File: config.mk
export PLATFORM = sky130hd
export DESIGN_NAME = as5600_i2c_target
export DESIGN_NICKNAME = d
export VERILOG_FILES = /design/src/rtl/as5600_i2c_target.sv
export SDC_FILE = /design/constraint.sdc
export NUM_CORES = 1
export LEC_CHECK = 0
export BUFFER_PORTS_ARGS = -buffer_cell sky130_fd_sc_hd__buf_2
export CAP_MARGIN = 20
export CORE_MARGIN = 5
export CORE_UTILIZATION = 25
export CTS_BUF_LIST = sky130_fd_sc_hd__clkbuf_8
export CTS_CLUSTER_SIZE = 10
export DETAILED_ROUTE_END_ITERATION = 10
export PLACE_DENSITY = 0.39
export SYNTH_ARGS = -nofsm -noshare
export SYNTH_HDL_FRONTEND = slang
export SYNTH_SLANG_ARGS = --single-unit
File: constraint.sdc
create_clock -name clock -period 6.4 [get_ports clock]
set_clock_uncertainty 0.2 [all_clocks]
set_input_delay 0.64 -clock clock [delete_from_list [all_inputs] [get_ports clock]]
set_output_delay 0.64 -clock clock [all_outputs]
set_load 0.02 [all_outputs]
File: src/rtl/as5600_i2c_target.sv
`timescale 1ns/1ps
// AS5600 register-read emulator on an oversampled I2C target port.
// Serves a 12-bit angle from a shadow register and drives SDA open-drain.
//
// state       | meaning
// ------------+--------------------------------------------------
// IDLE        | bus free or not addressed, SDA released
// ADDR        | shifting in the address byte
// ADDR_ACK    | acknowledging our address
// PTR         | shifting in the register pointer
// PTR_ACK     | acknowledging the pointer byte
// WDATA       | shifting in write data (discarded)
// WDATA_ACK   | acknowledging a write data byte
// TX          | shifting out the byte at reg_ptr
// TX_ACK      | released, sampling the initiator's ACK/NACK
// WAIT        | NACK received, idle until START/STOP
module as5600_i2c_target #(
  parameter logic [6:0] DEV_ADDR    = 7'h36,
  parameter int         SYNC_STAGES = 2
) (
  input  logic        clock,
  input  logic        reset_n,
  input  logic        scl,
  input  logic        sda_in,
  output logic        sda_oe,
  input  logic [11:0] raw_angle,
  input  logic        angle_load,
  output logic [7:0]  reg_ptr,
  output logic        busy,
  output logic        xfer_done
);

  typedef enum logic [3:0] {
    S_IDLE, S_ADDR, S_ADDR_ACK, S_PTR, S_PTR_ACK,
    S_WDATA, S_WDATA_ACK, S_TX, S_TX_ACK, S_WAIT
  } state_t;

  state_t state, state_nxt;

  logic [SYNC_STAGES-1:0] scl_sync, sda_sync;
  logic scl_hist, sda_hist;
  logic scl_s, sda_s;
  logic scl_rise, scl_fall, start_det, stop_det;

  logic [2:0]  bit_cnt;
  logic [7:0]  shreg;
  logic        ack_phase;
  logic        rw;
  logic [11:0] shadow;
  logic [7:0]  latch_lo;
  logic        latch_valid;
  logic [7:0]  tx_byte;
  logic        hi_load;
  logic        tx_load;
  logic        rx_last;
  logic        addr_match;
  logic        sda_oe_nxt;

  // Synchronize both bus lines; reset to the idle-high level so release is not seen as START
  always_ff @(posedge clock or negedge reset_n) begin
    if (!reset_n) begin
      scl_sync <= '1;
      sda_sync <= '1;
      scl_hist <= 1'b1;
      sda_hist <= 1'b1;
    end else begin
      scl_sync <= {scl_sync[SYNC_STAGES-2:0], scl};
      sda_sync <= {sda_sync[SYNC_STAGES-2:0], sda_in};
      scl_hist <= scl_sync[SYNC_STAGES-1];
      sda_hist <= sda_sync[SYNC_STAGES-1];
    end
  end

  assign scl_s      = scl_sync[SYNC_STAGES-1];
  assign sda_s      = sda_sync[SYNC_STAGES-1];
  assign scl_rise   = scl_s & ~scl_hist;
  assign scl_fall   = ~scl_s & scl_hist;
  assign start_det  = scl_s & scl_hist & sda_hist & ~sda_s;
  assign stop_det   = scl_s & scl_hist & ~sda_hist & sda_s;
  assign rx_last    = (bit_cnt == 3'd0);
  assign addr_match = (shreg[6:0] == DEV_ADDR);
  assign tx_load    = scl_fall & ack_phase &
                      (((state == S_ADDR_ACK) & rw) | (state == S_TX_ACK));

  // Capture the served angle whenever the host pulses angle_load
  always_ff @(posedge clock or negedge reset_n) begin
    if (!reset_n) shadow <= 12'h000;
    else if (angle_load) shadow <= raw_angle;
  end

  // Register map; the low angle byte comes from the latch taken at the high-byte load
  always_comb begin
    tx_byte = 8'h00;
    hi_load = 1'b0;
    case (reg_ptr)
      8'h0B: tx_byte = 8'h20;
      8'h0C, 8'h0E: begin
        tx_byte = {4'h0, shadow[11:8]};
        hi_load = 1'b1;
      end
      8'h0D, 8'h0F: tx_byte = latch_valid ? latch_lo : shadow[7:0];
      default: tx_byte = 8'h00;
    endcase
  end

  // FSM state register
  always_ff @(posedge clock or negedge reset_n) begin
    if (!reset_n) state <= S_IDLE;
    else state <= state_nxt;
  end

  // FSM next-state; STOP and START override every state
  always_comb begin
    state_nxt = state;
    if (stop_det) state_nxt = S_IDLE;
    else if (start_det) state_nxt = S_ADDR;
    else begin
      case (state)
        S_ADDR:      if (scl_rise && rx_last) state_nxt = addr_match ? S_ADDR_ACK : S_IDLE;
        S_ADDR_ACK:  if (scl_fall && ack_phase) state_nxt = rw ? S_TX : S_PTR;
        S_PTR:       if (scl_rise && rx_last) state_nxt = S_PTR_ACK;
        S_PTR_ACK:   if (scl_fall && ack_phase) state_nxt = S_WDATA;
        S_WDATA:     if (scl_rise && rx_last) state_nxt = S_WDATA_ACK;
        S_WDATA_ACK: if (scl_fall && ack_phase) state_nxt = S_WDATA;
        S_TX:        if (scl_rise && rx_last) state_nxt = S_TX_ACK;
        S_TX_ACK: begin
          if (scl_rise && sda_s) state_nxt = S_WAIT;
          else if (scl_fall && ack_phase) state_nxt = S_TX;
        end
        default: state_nxt = state;
      endcase
    end
  end

  // FSM output: next SDA drive, only moved on synced SCL fall (or released on START/STOP)
  always_comb begin
    sda_oe_nxt = sda_oe;
    if (stop_det || start_det) sda_oe_nxt = 1'b0;
    else if (scl_fall) begin
      case (state)
        S_ADDR_ACK, S_PTR_ACK, S_WDATA_ACK: sda_oe_nxt = ~ack_phase;
        S_TX:                               sda_oe_nxt = ~shreg[6];
        default:                            sda_oe_nxt = 1'b0;
      endcase
      if (tx_load) sda_oe_nxt = ~tx_byte[7];
    end
  end

  // Registered SDA drive so reset releases the line immediately
  always_ff @(posedge clock or negedge reset_n) begin
    if (!reset_n) sda_oe <= 1'b0;
    else sda_oe <= sda_oe_nxt;
  end

  // Datapath: bit down-counter, shifter, pointer, coherency latch, busy/done flags
  always_ff @(posedge clock or negedge reset_n) begin
    if (!reset_n) begin
      bit_cnt     <= 3'd7;
      shreg       <= 8'h00;
      ack_phase   <= 1'b0;
      rw          <= 1'b0;
      reg_ptr     <= 8'h00;
      busy        <= 1'b0;
      xfer_done   <= 1'b0;
      latch_lo    <= 8'h00;
      latch_valid <= 1'b0;
    end else begin
      xfer_done <= 1'b0;
      if (stop_det) begin
        busy      <= 1'b0;
        xfer_done <= busy;
        ack_phase <= 1'b0;
      end else if (start_det) begin
        bit_cnt   <= 3'd7;
        ack_phase <= 1'b0;
      end else if (scl_rise) begin
        case (state)
          S_ADDR, S_PTR, S_WDATA: begin
            shreg   <= {shreg[6:0], sda_s};
            bit_cnt <= bit_cnt - 3'd1;
            if (rx_last && state == S_ADDR) begin
              rw <= sda_s;
              if (addr_match) busy <= 1'b1;
            end
            if (rx_last && state == S_PTR) reg_ptr <= {shreg[6:0], sda_s};
          end
          S_TX: bit_cnt <= bit_cnt - 3'd1;
          // Pointer advances after every transmitted byte, the final NACKed one included
          S_TX_ACK: begin
            ack_phase <= 1'b1;
            reg_ptr   <= reg_ptr + 8'd1;
          end
          default: ;
        endcase
      end else if (scl_fall) begin
        case (state)
          S_ADDR_ACK, S_PTR_ACK, S_WDATA_ACK: begin
            ack_phase <= ~ack_phase;
            bit_cnt   <= 3'd7;
          end
          S_TX:     shreg <= {shreg[6:0], 1'b0};
          S_TX_ACK: if (ack_phase) ack_phase <= 1'b0;
          default: ;
        endcase
        if (tx_load) begin
          shreg       <= tx_byte;
          bit_cnt     <= 3'd7;
          latch_valid <= hi_load;
          if (hi_load) latch_lo <= shadow[7:0];
        end
      end
    end
  end

endmodule

==> flow_metrics.env <==
export IMPL_yosys_warnings=0
export IMPL_worstMarginPinSlew_ns=0.8146
export IMPL_fmax_mhz=378.0
export IMPL_hold_ws_ns=0.1540
export IMPL_rsz0062_at_grt="no"
export IMPL_intPower_mw=0.5825
export IMPL_synthCells=294
export IMPL_fin_nets=340
export IMPL_htree_num_levels=2
export IMPL_synth_most_common_cell="dfrtp_1"
export IMPL_power_density_nw_per_um2=268.9
export IMPL_ys_ff_latch=54
export IMPL_fillers=1239
export IMPL_crit_fanout=17
export IMPL_grt_start_max_net_pins=55
export IMPL_relSlewSlack_pct=45.64
export IMPL_grt_pass1_wl_mm=11.97
export IMPL_clk_pin_slew_worst_paths_ns=0.10
export IMPL_synthToLayoutAreaGrowth_pct=12.11
export IMPL_clkLatencyLatePin_ns=0.32
export IMPL_postSynthAreaPerCell_um2=10.33
export IMPL_drt_iter0_drc=98
export IMPL_dr_pass1_iters=4
export IMPL_synth_top_area_share_pct=37.07
export IMPL_die_w_um=120.2
export IMPL_ir_worst_vdd_mv=0.1222
export IMPL_reg2reg_to="state[0]$_DFFE_PN0P_"
export IMPL_netlist_area_um2=3038
export IMPL_wl_per_cell_um=15.70
export IMPL_io_pins=28
export IMPL_num_rows=40
export IMPL_grt_pass1_vias=2195
export IMPL_die_y_um=120.2
export IMPL_antenna_found_initial=0
export IMPL_cts_sinks=54
export IMPL_final_min_clock_period_ns=2.645
export IMPL_outcome="finished clean"
export IMPL_postRouteWirelength_mm=7.252
export IMPL_synth_area_leader_cell="dfrtp_1"
export IMPL_p_leak_nw=1.491
export IMPL_routabilityCongestion=0.7673
export IMPL_cts_tree="built"
export IMPL_yosys_top_cells_area="dfrtp_1 (37%), mux2_2 (10%), dfstp_2 (7.8%)"
export IMPL_worstHoldPathCells=0
export IMPL_drc=0
export IMPL_yosys_top_cells_count="dfrtp_1 (45), mux2_2 (28), o21ai_0 (24), nand2_1 (23), a21oi_1 (19)"
export IMPL_postCtsHoldBufs=0
export IMPL_design_core_area_um2=11960
export IMPL_finalSetupViolCount=0
export IMPL_syn_num_nets=320
export IMPL_final_util_pct=28.47
export IMPL_min_period_over_period_pct=41.33
export IMPL_cts_resized=0
export IMPL_hp_class="reg2reg"
export IMPL_reg2reg_from="scl_sync[1]$_DFF_PN1_"
export IMPL_worstSetupStartpointType="flop"
export IMPL_crit_type="reg2reg"
export IMPL_ys_seq_area_share_pct=44.85
export IMPL_rr_worst_depth=6
export IMPL_synth_distinct_cells=51
export IMPL_io_buffers=27
export IMPL_end_kind="flop"
export IMPL_ant_nets=0
export IMPL_min_to="sda_sync[1]$_DFF_PN1_"
export IMPL_finalInstanceArea_um2=3406
export IMPL_drive_gt1_share_pct=26.67
export IMPL_swShare_pct=36.40
export IMPL_fin_setup_tns_ns=0
export IMPL_clockRootBuffer="clkbuf_8"
export IMPL_reg2reg_slack_ns=3.75
export IMPL_hp_start="sda_sync[0]$_DFF_PN1_"
export IMPL_avgViaCountPerCell=4.900
export IMPL_vias=2264
export IMPL_dpl_cell_area_um2=3299
export IMPL_grt_ovfl_total=0
export IMPL_async_reset_ff_share_pct=100.0
export IMPL_worstPathRequired_ns=6.45
export IMPL_fin_total_pwr_mw=0.9159
export IMPL_post_cts_buffers=0
export IMPL_p_clk_share_pct=22.9
export IMPL_maxCapViolCount=0
export IMPL_slew_viol_final=0
export IMPL_worstPathArrival_ns=2.69
export IMPL_clk_path_buf_depth=2
export IMPL_grt_usage_pct=10.32
export IMPL_hold_violations=0
export IMPL_p_comb_share_pct=25.3
export IMPL_synth_edf_count=0
export IMPL_antennaDiodeCount=0
export IMPL_die_area_um2=14460
export IMPL_synthFlopType="dfrtp_1"
export IMPL_numCtsBuffers=5
export IMPL_hpwlAfterDp_mm=5.163
export IMPL_power_frac_seq_pct=51.7
export IMPL_switchingPower_mw=0.3334
export IMPL_start_util_pct=25.40
flip-flops by register name, indices dropped and copies added (netlist names):
| signal | flops |
|---|---|
| shadow | 12 |
| latch_lo | 8 |
| reg_ptr | 8 |
| shreg | 7 |
| state | 4 |
| bit_cnt | 3 |
| scl_sync | 2 |
| sda_sync | 2 |
| ack_phase | 1 |
| busy | 1 |
| latch_valid | 1 |
| rw | 1 |
| scl_hist | 1 |
| sda_hist | 1 |
| sda_oe | 1 |
| xfer_done | 1 |
metal layers:
layer / vias up / wire, um / track usage, %
met3: 6 / 246 / 1.777
met1: 1105 / 3527 / 14.60
li1: 1109 / - / -
met2: 44 / 3384 / 16.33
met4: 0 / 95 / 2.762
met5: - / 0 / 0
critical path, cell delays in order (launching register included):
cell,delay (ns)
dfstp_2,0.57
ha_1,0.55
nand2_1,0.29
a2111oi_0,0.50
o31a_1,0.24
o21ai_0,0.09
a21oi_1,0.14
cells in the final DEF, fill, tap and decap left out, drive strengths merged, types with 2 or more instances in the layout:
master and instances:
mux2i 13, nand2b 2, a21oi 19, and3b 3, o21ai 24, mux2 28, o31ai 4, nand2 23
nor2b 4, nand3b 3, a2bb2oi 4, and3 5, a2111oi 2, or2 2, o22ai 6, o31a 2
and2 2, nor2 16, nand3 11, a31oi 3, a211oi 5, clkbuf 5, dfstp 9, ha 9
and4 2, nor3 3, inv 17, dfrtp 45, buf 29
stage by stage:
| step | instances | worst slack, ns |
|---|---|---|
| after floorplan | 294 | 4.173 |
| after global placement | 453 | 3.760 |
| after detailed placement | 453 | 3.739 |
| after CTS | 461 | 3.712 |
| after global routing | 462 | 3.491 |
| final | 462 | 3.755 |
logic make-up (layout without fill, tap and decap cells):
family                   after synthesis  in the layout  synth area share (%)
flip-flops                            54             54                 44.85
multiplexers                          41             41                 14.66
adder cells (fa/ha/maj)                9              9                 3.707
XOR/XNOR                               1              1                0.2884
AND/OR/NAND/NOR                       81             81                 15.16
buffers and inverters                 30             51                 4.160
AO/OA/AOI/OAI                         78             78                 17.18
how the worst max path moves through the flow:
stage | startpoint | endpoint | slack (ns) | cells past startpoint
floorplan | scl_hist$_DFF_PN1_ | shreg[0]$_DFFE_PN0P_ | 4.17 | 6
global placement | scl_sync[1]$_DFF_PN1_ | state[0]$_DFFE_PN0P_ | 3.76 | 6
detailed placement | scl_sync[1]$_DFF_PN1_ | state[0]$_DFFE_PN0P_ | 3.74 | 6
CTS | scl_sync[1]$_DFF_PN1_ | state[0]$_DFFE_PN0P_ | 3.71 | 6
global route | scl_sync[1]$_DFF_PN1_ | state[0]$_DFFE_PN0P_ | 3.49 | 6
finish | scl_sync[1]$_DFF_PN1_ | state[0]$_DFFE_PN0P_ | 3.75 | 6
power by group through the flow:
| stage | Clock [mW] | Combinational, mW | Sequential, mW |
|---|---|---|---|
| 2_1_floorplan | 0 | 0.206 | 0.436 |
| 3_3_place_gp | 0 | 0.231 | 0.480 |
| 3_5_place_dp | 0 | 0.234 | 0.481 |
| 6_report | 0.210 | 0.232 | 0.474 |
| 5_1_grt | 0.237 | 0.264 | 0.484 |
| 4_1_cts | 0.226 | 0.235 | 0.473 |
area by class of cell:
cell class / count / area, um^2 / share of cell area (%)
inverter: 14 / 52.55 / 1.543
sequential: 54 / 1363 / 40.01
tap: 147 / 183.9 / 5.400
clock inverter: 3 / 26.28 / 0.7715
multi-input combinational: 210 / 1558 / 45.74
timing repair buffer: 29 / 153.9 / 4.519
clock buffer: 5 / 68.82 / 2.021
Power figures use the tool's default switching activity.
